### src/rtl/moving_avg_filter_if.sv
// Sample stream interface for one channel of the moving-average smoother.
// The master supplies noisy samples; the slave returns the filtered stream.
interface moving_avg_filter_if #(
  parameter int DATA_W = 24
);
  logic                     clear;
  logic                     in_valid;
  logic signed [DATA_W-1:0] in_data;
  logic                     out_valid;
  logic signed [DATA_W-1:0] out_data;
  logic                     primed;

  modport master (
    output clear, in_valid, in_data,
    input  out_valid, out_data, primed
  );

  modport slave (
    input  clear, in_valid, in_data,
    output out_valid, out_data, primed
  );
endinterface

### src/rtl/moving_avg_filter.sv
// N-tap boxcar smoother: a running sum adds the newest sample and drops the
// oldest one from a circular history, and the output is sum >>> LOG2_N.
module moving_avg_filter #(
  parameter int DATA_W = 24,
  parameter int LOG2_N = 3
) (
  input  logic          clk,
  input  logic          reset_n,
  moving_avg_filter_if.slave bus
);
  localparam int N     = 1 << LOG2_N;
  localparam int ACC_W = DATA_W + LOG2_N;
  localparam logic [LOG2_N:0] FILL_FULL = (LOG2_N + 1)'(N);

  logic signed [DATA_W-1:0] hist_q [N];
  logic [N-1:0]             wr_en;
  logic [LOG2_N-1:0]        wptr_q, wptr_d;
  logic [LOG2_N:0]          fill_q, fill_d;
  logic signed [ACC_W-1:0]  acc_q, acc_d, acc_sum;
  logic signed [ACC_W-1:0]  new_ext, old_ext;
  logic signed [DATA_W-1:0] oldest;
  logic signed [DATA_W-1:0] out_data_q, out_data_d;
  logic                     out_valid_q, out_valid_d;
  logic                     primed_q, primed_d;
  logic                     accept;

  assign accept  = bus.in_valid & ~bus.clear;
  assign oldest  = hist_q[wptr_q];
  assign new_ext = {{LOG2_N{bus.in_data[DATA_W-1]}}, bus.in_data};
  assign old_ext = {{LOG2_N{oldest[DATA_W-1]}}, oldest};
  // ACC_W bits hold N full-scale samples, so this never wraps.
  assign acc_sum = acc_q + new_ext - old_ext;

  for (genvar gi = 0; gi < N; gi++) begin : g_wr_en
    assign wr_en[gi] = accept && (wptr_q == LOG2_N'(gi));
  end

  always_comb begin
    acc_d       = acc_q;
    wptr_d      = wptr_q;
    fill_d      = fill_q;
    out_data_d  = out_data_q;
    out_valid_d = 1'b0;
    primed_d    = primed_q;
    if (bus.clear) begin
      acc_d    = '0;
      wptr_d   = '0;
      fill_d   = '0;
      primed_d = 1'b0;
    end else if (bus.in_valid) begin
      acc_d       = acc_sum;
      wptr_d      = wptr_q + 1'b1;
      fill_d      = (fill_q == FILL_FULL) ? fill_q : fill_q + 1'b1;
      // Dropping the low LOG2_N bits is an arithmetic shift, i.e. floor.
      out_data_d  = acc_sum[ACC_W-1:LOG2_N];
      out_valid_d = 1'b1;
      primed_d    = (fill_d == FILL_FULL);
    end
  end

  always_ff @(posedge clk or negedge reset_n) begin
    if (!reset_n) begin
      for (int i = 0; i < N; i++) hist_q[i] <= '0;
    end else begin
      for (int i = 0; i < N; i++) begin
        if (bus.clear)    hist_q[i] <= '0;
        else if (wr_en[i]) hist_q[i] <= bus.in_data;
      end
    end
  end

  always_ff @(posedge clk or negedge reset_n) begin
    if (!reset_n) begin
      acc_q       <= '0;
      wptr_q      <= '0;
      fill_q      <= '0;
      out_data_q  <= '0;
      out_valid_q <= 1'b0;
      primed_q    <= 1'b0;
    end else begin
      acc_q       <= acc_d;
      wptr_q      <= wptr_d;
      fill_q      <= fill_d;
      out_data_q  <= out_data_d;
      out_valid_q <= out_valid_d;
      primed_q    <= primed_d;
    end
  end

  assign bus.out_valid = out_valid_q;
  assign bus.out_data  = out_data_q;
  assign bus.primed    = primed_q;
endmodule

### src/flat_wrapper.sv
// flat-port wrapper written by rule: the top's interface ports become plain ports
module moving_avg_filter_flat 
#(
  parameter int DATA_W = 24,
  parameter int LOG2_N = 3
)
  (clk, reset_n, bus_clear, bus_in_valid, bus_in_data, bus_out_valid, bus_out_data, bus_primed);
  moving_avg_filter_if #(.DATA_W(DATA_W)) bus_i ();
  input  logic clk;
  input  logic reset_n;
  input wire logic [$bits(bus_i.clear)-1:0] bus_clear;
  input wire logic [$bits(bus_i.in_valid)-1:0] bus_in_valid;
  input wire logic [$bits(bus_i.in_data)-1:0] bus_in_data;
  output wire logic [$bits(bus_i.out_valid)-1:0] bus_out_valid;
  output wire logic [$bits(bus_i.out_data)-1:0] bus_out_data;
  output wire logic [$bits(bus_i.primed)-1:0] bus_primed;
  assign bus_i.clear = bus_clear;
  assign bus_i.in_valid = bus_in_valid;
  assign bus_i.in_data = bus_in_data;
  assign bus_out_valid = bus_i.out_valid;
  assign bus_out_data = bus_i.out_data;
  assign bus_primed = bus_i.primed;
  moving_avg_filter #(.DATA_W(DATA_W), .LOG2_N(LOG2_N)) u_core (.clk(clk), .reset_n(reset_n), .bus(bus_i));
endmodule
### config.mk
export PLATFORM = sky130hd
export DESIGN_NAME = moving_avg_filter_flat
export DESIGN_NICKNAME = d
export VERILOG_FILES = /design/src/rtl/moving_avg_filter_if.sv /design/src/rtl/moving_avg_filter.sv /design/src/flat_wrapper.sv
export SDC_FILE = /design/constraint.sdc
export NUM_CORES = 1
export LEC_CHECK = 0
export ABC_AREA = 1
export ABC_CLOCK_PERIOD_IN_PS = 6700
export CORE_ASPECT_RATIO = 1.1
export CORE_UTILIZATION = 52
export CTS_BUF_LIST = sky130_fd_sc_hd__clkbuf_8
export DETAILED_ROUTE_END_ITERATION = 7
export PLACE_DENSITY = 0.7
export SLEW_MARGIN = 25
export SYNTH_ARGS = -nofsm -noshare
export SYNTH_HDL_FRONTEND = slang
export SYNTH_SLANG_ARGS = --single-unit
### constraint.sdc
create_clock -name clk -period 6.7 [get_ports clk]
set_input_delay 1.34 -clock clk [delete_from_list [all_inputs] [get_ports clk]]
set_output_delay 1.34 -clock clk [all_outputs]
set_load 0.05 [all_outputs]
==> results of run 1 <==
worst max-delay path by stage:
stage / cells past startpoint / endpoint / start / slack [ns]
6_report: 17 / u_core.acc_q[26]$_DFFE_PN0P_ / u_core.wptr_q[0]$_DFFE_PN0P_ / 2.51
2_1_floorplan: 13 / u_core.acc_q[22]$_DFFE_PN0P_ / bus_in_data[21] / 3.43
3_3_place_gp: 14 / u_core.bus.out_data[21]$_DFFE_PN0P_ / bus_in_data[1] / 2.40
3_5_place_dp: 14 / u_core.acc_q[24]$_DFFE_PN0P_ / bus_in_data[1] / 2.39
4_1_cts: 18 / u_core.acc_q[26]$_DFFE_PN0P_ / u_core.wptr_q[0]$_DFFE_PN0P_ / 2.61
5_1_grt: 18 / u_core.acc_q[21]$_DFFE_PN0P_ / u_core.wptr_q[0]$_DFFE_PN0P_ / 2.15
layer usage:
layer / share of wire, % / wire length [um] / vias to the layer above / global-route usage [%]
li1: - / - / 5659 / -
met1: 42 / 16200 / 5765 / 39.4
met2: 47 / 18300 / 510 / 48.4
met3: 7.9 / 3070 / 94 / 5.18
met4: 3.6 / 1410 / 0 / 11.7
met5: 0 / 0 / - / 0
metrics by stage:
stage,instance area [um^2],total power [mW],setup slack (ns),instances
3_3_place_gp,14600,4.26,2.40,2085
3_5_place_dp,14600,4.30,2.39,2085
6_report,15400,5.62,2.51,2159
5_1_grt,15400,6.06,2.15,2159
4_1_cts,15400,5.64,2.61,2159
2_1_floorplan,13900,3.57,3.43,1746
flip-flops by register name, summed over array words and instances (netlist names):
name                  count
u_core.acc_q             27
u_core.bus.out_data      24
u_core.bus.out_valid      1
u_core.bus.primed         1
u_core.fill_q             4
u_core.hist_q           192
u_core.wptr_q             3
final cells by class:
type	count	share of cell area (%)
flip-flops and latches	252	40.8
multi-input cells	1100	39.1
inverters	309	7.51
repair buffers	72	4.47
clock buffers	49	4.37
well taps	352	2.85
clock inverters	25	0.907
cell usage in the layout (no fill, tap or decap), types with 2 or more instances in the layout:
master / n
nand2_1: 407
inv_1: 318
dfrtp_1: 250
o21ai_0: 146
a21oi_1: 116
nand3_1: 107
o22ai_1: 83
nor2_1: 79
clkdlybuf4s50_1: 52
clkbuf_8: 49
ha_1: 36
mux2_2: 34
fa_1: 26
a31oi_1: 21
buf_4: 18
mux2_1: 7
nand4_1: 6
xor2_1: 6
inv_2: 5
a21o_1: 5
clkinv_2: 5
nand2_2: 3
nor2_2: 3
clkinv_1: 2
nand3_2: 2
o21bai_1: 2
or2_1: 2
and2_1: 2
inv_6: 2
dfrtp_2: 2
critical path, cell delays in order, from the launching register on:
cell,delay [ns]
dfrtp_2,0.41
inv_2,0.63
buf_4,0.42
o21ai_0,0.15
nand2_1,0.08
nor2_1,0.04
a31oi_1,0.36
fa_1,0.48
inv_1,0.07
ha_1,0.27
nand2_1,0.09
nand2_1,0.07
a21oi_1,0.27
nand2_1,0.21
a21oi_1,0.17
nand3_1,0.09
nand3_1,0.13
nand2_1,0.07
logic make-up (layout without fill, tap and decap cells):
group	after synthesis	after routing	share of synthesized area, %
simple gates	617	617	18.1
buf+inv	394	455	11.5
compound gates	374	374	14.5
flops	252	252	45.2
fa+ha+maj	62	62	6.96
mux	41	41	3.31
xor+xnor	6	6	0.377
power groups by stage:
stage | clock (mW) | combinational (mW) | sequential (mW)
finish | 1.33 | 2.50 | 1.79
CTS | 1.36 | 2.49 | 1.79
global placement | 0 | 2.45 | 1.81
floorplan | 0 | 1.53 | 2.05
detailed placement | 0 | 2.49 | 1.82
global route | 1.43 | 2.82 | 1.81
==> results.toml, run 1 <==
[outcome]
outcome = "finished clean"

[synth]
async_flop_share_pct = 100
synth_ff_type = "dfrtp_1"
synth_edf_count = 0
postSynthCellCount = 1746
synth_top_area_share_pct = 45.2
ys.warnings.count = 0
syn-num-nets = 1836
syn_area_per_cell_um2 = 7.99
netlist_top_cells_area = "dfrtp_1 45%, nand2_1 11%, inv_1 8.2%"
seq_area_frac_synth_pct = 45.2
ys_ff_latch = 252
yosysMostFrequentCell = "nand2_1"
netlist_top_cells_count = "408 x nand2_1, 304 x inv_1, 252 x dfrtp_1, 146 x o21ai_0, 116 x a21oi_1"
synth_cell_types = 36
yosys.area.top_type = "dfrtp_1"
syn_area_um2 = 13900

[critical_path]
worstPathArrival_ns = 4.62
crit-reg2reg-launch = "u_core.wptr_q[0]$_DFFE_PN0P_"
crit_path_start_kind = "flop"
critical_path_class = "reg2reg"
critical_path.max_fanout = 54
timing.critical_path.to_type = "flop"
required_ns = 7.13
reg2reg_depth = 17
r2r_slack_ns = 2.51
worstReg2RegEnd = "u_core.acc_q[26]$_DFFE_PN0P_"

[timing]
slew_headroom_pct = 29.2
final_max_slew_viol_count = 0
period_share_pct = 62.5
finalSetupTns_ns = 0
hold-worst-slack_ns = 0.475
tightest_slew_ns = 1.06
finalClockSkew_ns = 0.0154
rsz0062_at_grt = "no"
final-hold-violation-count = 0
setup_viol = 0
min_period_ns = 4.19
clock.fmax_mhz = 239

[cells_and_area]
nFillCells = 2441
multi_input_area_um2 = 6030
n_antenna_cell = 0
drive_gt1_share_pct = 7.19
final_util_pct = 58.9
nNetsFinal = 1867
regArea_um2 = 6310
syn_to_final_growth_pct = 10.8

[routing]
post_drt_wl_per_cell_um = 18.1
via_per_inst = 5.57
post-route-drc-count = 0
drtIter0Drc = 982
detail_route.first_pass.iterations = 6
final_antenna_net_count = 0
via_count = 12000
wl_um = 39000

[cts]
cts_root_buffer = "clkbuf_8"
post_cts_buffers = 0
clk-insertion-delay-late_ns = 0.56
clk_path_buf_depth = 3
numCtsBuffers = 42
clock-sinks = 252
postCtsHoldBufs = 0
clkTransAtPathRegs_ns = 0.06
cts_resized = 0
cts_tree = "yes"
htreeDepth = 2

[floorplanning]
io_pins = 54
fp.dieW_um = 158
die_h_um = 174
floorplan.die_area_um2 = 27500
start_util_pct = 53.2
core-area_um2 = 26200
std_cell_rows = 62

[power_and_ir_drop]
seq_power_share_pct = 31.9
p_sw_share_pct = 42.9
power_density_nw_per_um2 = 364
switchingPower_mw = 2.41
p_int_mw = 3.21
p_clk_share_pct = 23.7
max-vdd-ir-drop_uv = 237
share_comb_of_total_power_pct = 44.4
power_leakage_nw = 7.95

[min_path]
hp-start = "u_core.bus.out_data[15]$_DFFE_PN0P_"
min_to = "u_core.bus.out_data[15]$_DFFE_PN0P_"
holdPathStages = 2
hold_class = "reg2reg"

[placed_design]
routabilityCongestion = 0.957
port_buffers = 53
hpwl_um = 25300

[grt]
track_usage_pct = 29.8
antenna_found_initial = 0
grt_pass1_vias = 11900
grt_pass1_wl_um = 62900
overflow = 0
grt_max_degree = 154

[job]
cap_viol_max_count = 0
Power figures use the tool's default switching activity.
==> inputs of run 2 (changes only) <==
Settings changed: ABC_CLOCK_PERIOD_IN_PS 6700 to 4200.
Clock period 6.7 ns to 4.2 ns, I/O delays scaled along.
==> results.toml, run 2 (same netlist as run 1, synthesis figures left out) <==
[outcome]
outcome = "finished clean"

[cells_and_area]
final_util_pct = 59.8
syn_to_final_growth_pct = 12.4
mostFrequentLayoutCells = "408 x nand2_1, 320 x inv_1, 250 x dfrtp_1, 146 x o21ai_0, 116 x a21oi_1"
multi_input_area_um2 = 6030
nFillCells = 2388
drive_gt1_share_pct = 7.85
top_register = "u_core.hist_q"
final_common_cell = "nand2_1"
regArea_um2 = 6310
nNetsFinal = 1882
largest_reg_flops = 192
n_antenna_cell = 0
stdcell_area_um2 = 15700

[critical_path]
cpMaxStageDelayCell = "fa_1"
cp_top_family = "simple AND/OR/NAND/NOR gates"
worstPathArrival_ns = 4.31
crit_chain = "buf_12 > buf_4 > a21oi_1 > o21ai_0 > nand2_1 > nor2_1 > a31oi_1 > fa_1 > inv_1 > ha_1 > nand2_1 > nor2_1 > nand2_1 > nor2_1 > nand2_1 > nand3_1 > nand2_1 > nand3_1 > nand2_1"
timing.critical_path.to_type = "flop"
critical_path.max_fanout = 58
crit_path_start_kind = "flop"
crit_path_frequent_cell = "nand2_1"
critical_path_buf_inv_count = 3
crit_path_max_incr_delay_ns = 0.53
required_ns = 4.64
critical_path_class = "reg2reg"

[cts]
numCtsBuffers = 42
clkTransAtPathRegs_ns = 0.06
clk-insertion-delay-late_ns = 0.57
cts_resized = 0
htreeDepth = 2
cts_tree = "yes"
clk_path_buf_depth = 3
postCtsHoldBufs = 0
post_cts_buffers = 0
clock-sinks = 252
cts_root_buffer = "clkbuf_8"

[floorplanning]
io_pins = 54
fp.dieW_um = 158
die_h_um = 174
start_util_pct = 53.2
core-area_um2 = 26200
std_cell_rows = 62
floorplan.die_area_um2 = 27500

[grt]
track_usage_pct = 30.2
grt_pass1_vias = 11800
antenna_found_initial = 0
grt_max_degree = 104
grt_pass1_wl_um = 63000
overflow = 0

[timing]
finalSetupTns_ns = 0
final_max_slew_viol_count = 0
final-hold-violation-count = 0
slew_headroom_pct = 41.7
min_period_ns = 3.87
tightest_slew_ns = 0.873
rsz0062_at_grt = "no"
setup_viol = 0
finalClockSkew_ns = 0.0399
period_share_pct = 92.1
clock.fmax_mhz = 258

[placed_design]
hpwl_um = 26400
placed_area_um2 = 14800
port_buffers = 53
routabilityCongestion = 0.978

[power_and_ir_drop]
max-vdd-ir-drop_uv = 356
seq_power_share_pct = 31.4
switchingPower_mw = 3.90
p_int_mw = 5.25
power_density_nw_per_um2 = 584
p_sw_share_pct = 42.6
power_leakage_nw = 8.09
share_comb_of_total_power_pct = 44.3
p_clk_share_pct = 24.3

[job]
cap_viol_max_count = 0

[routing]
wl_um = 40200
detail_route.first_pass.iterations = 8
post_drt_wl_per_cell_um = 18.5
final_antenna_net_count = 0
via_per_inst = 5.58
drtIter0Drc = 977
post-route-drc-count = 0
via_count = 12100

[min_path]
hold_class = "in2async"
==> run 2: cell count changes in the layout (fill, tap and decap cells not counted), moves of 2 or more <==
cell / change
inv_1: +2
buf_12: +6
buf_4: +9
clkinv_2: -4
clkbuf_8: +5
==> run 2: worst register-to-register path, delay by kind of cell (launching register included) <==
| kind | cells | cell delay [ns] |
|---|---|---|
| DFF | 1 | 0.51 |
| and+or+nand+nor | 11 | 1.18 |
| adders and majority gates | 2 | 0.77 |
| buffers and inverters | 3 | 0.59 |
| AOI/OAI and AO/OA | 3 | 0.67 |
==> run 2: metal layers <==
metal / track usage, % / vias up / routed length (um)
li1: - / 5682 / -
met1: 39.3 / 5867 / 16700
met2: 48.8 / 478 / 19100
met3: 6.35 / 98 / 3060
met4: 12.0 / 0 / 1270
met5: 0 / - / 0
==> run 2: final timing paths <==
| path | slack [ns] | depth (start not counted) | startpoint | endpoint |
|---|---|---|---|---|
| setup / recovery | 0.33 | 19 | u_core.wptr_q[0]$_DFFE_PN0P_ | u_core.acc_q[22]$_DFFE_PN0P_ |
| hold / removal | 0.31 | 1 | reset_n | u_core.fill_q[0]$_DFFE_PN0P_ |
| setup reg to reg | 0.33 | 19 | u_core.wptr_q[0]$_DFFE_PN0P_ | u_core.acc_q[22]$_DFFE_PN0P_ |
| hold reg to reg | 0.48 | 2 | u_core.acc_q[25]$_DFFE_PN0P_ | u_core.acc_q[25]$_DFFE_PN0P_ |
| max in group asynchronous | 2.98 | 2 | reset_n | u_core.hist_q[164]$_DFFE_PN0P_ |
| min in group clk | 0.48 | 2 | u_core.acc_q[25]$_DFFE_PN0P_ | u_core.acc_q[25]$_DFFE_PN0P_ |
==> run 2: final cells by class <==
cell class | instances | area share (%)
well taps | 352 | 2.81
multi-input cells | 1100 | 38.5
clock inverters | 20 | 0.719
flip-flops and latches | 252 | 40.3
clock buffers | 54 | 4.74
inverters | 309 | 7.40
repair buffers | 87 | 5.60
==> run 2: power groups by stage <==
stage	combinational [mW]	sequential [mW]	clock [mW]
global route	4.49	2.90	2.36
finish	4.05	2.87	2.23
CTS	4.01	2.87	2.27
floorplan	2.44	3.26	0
global placement	3.95	2.90	0
detailed placement	3.99	2.91	0
==> run 2: stage by stage <==
step                hold slack (ns)  power [mW]  setup WS (ns)  cells
floorplan                     0.449        5.70           1.17   1746
global placement              0.462        6.85          0.402   2100
finish                        0.308        9.15          0.331   2174
global route                  0.366        9.76          0.122   2174
detailed placement            0.466        6.90          0.381   2100
CTS                           0.341        9.15          0.459   2174
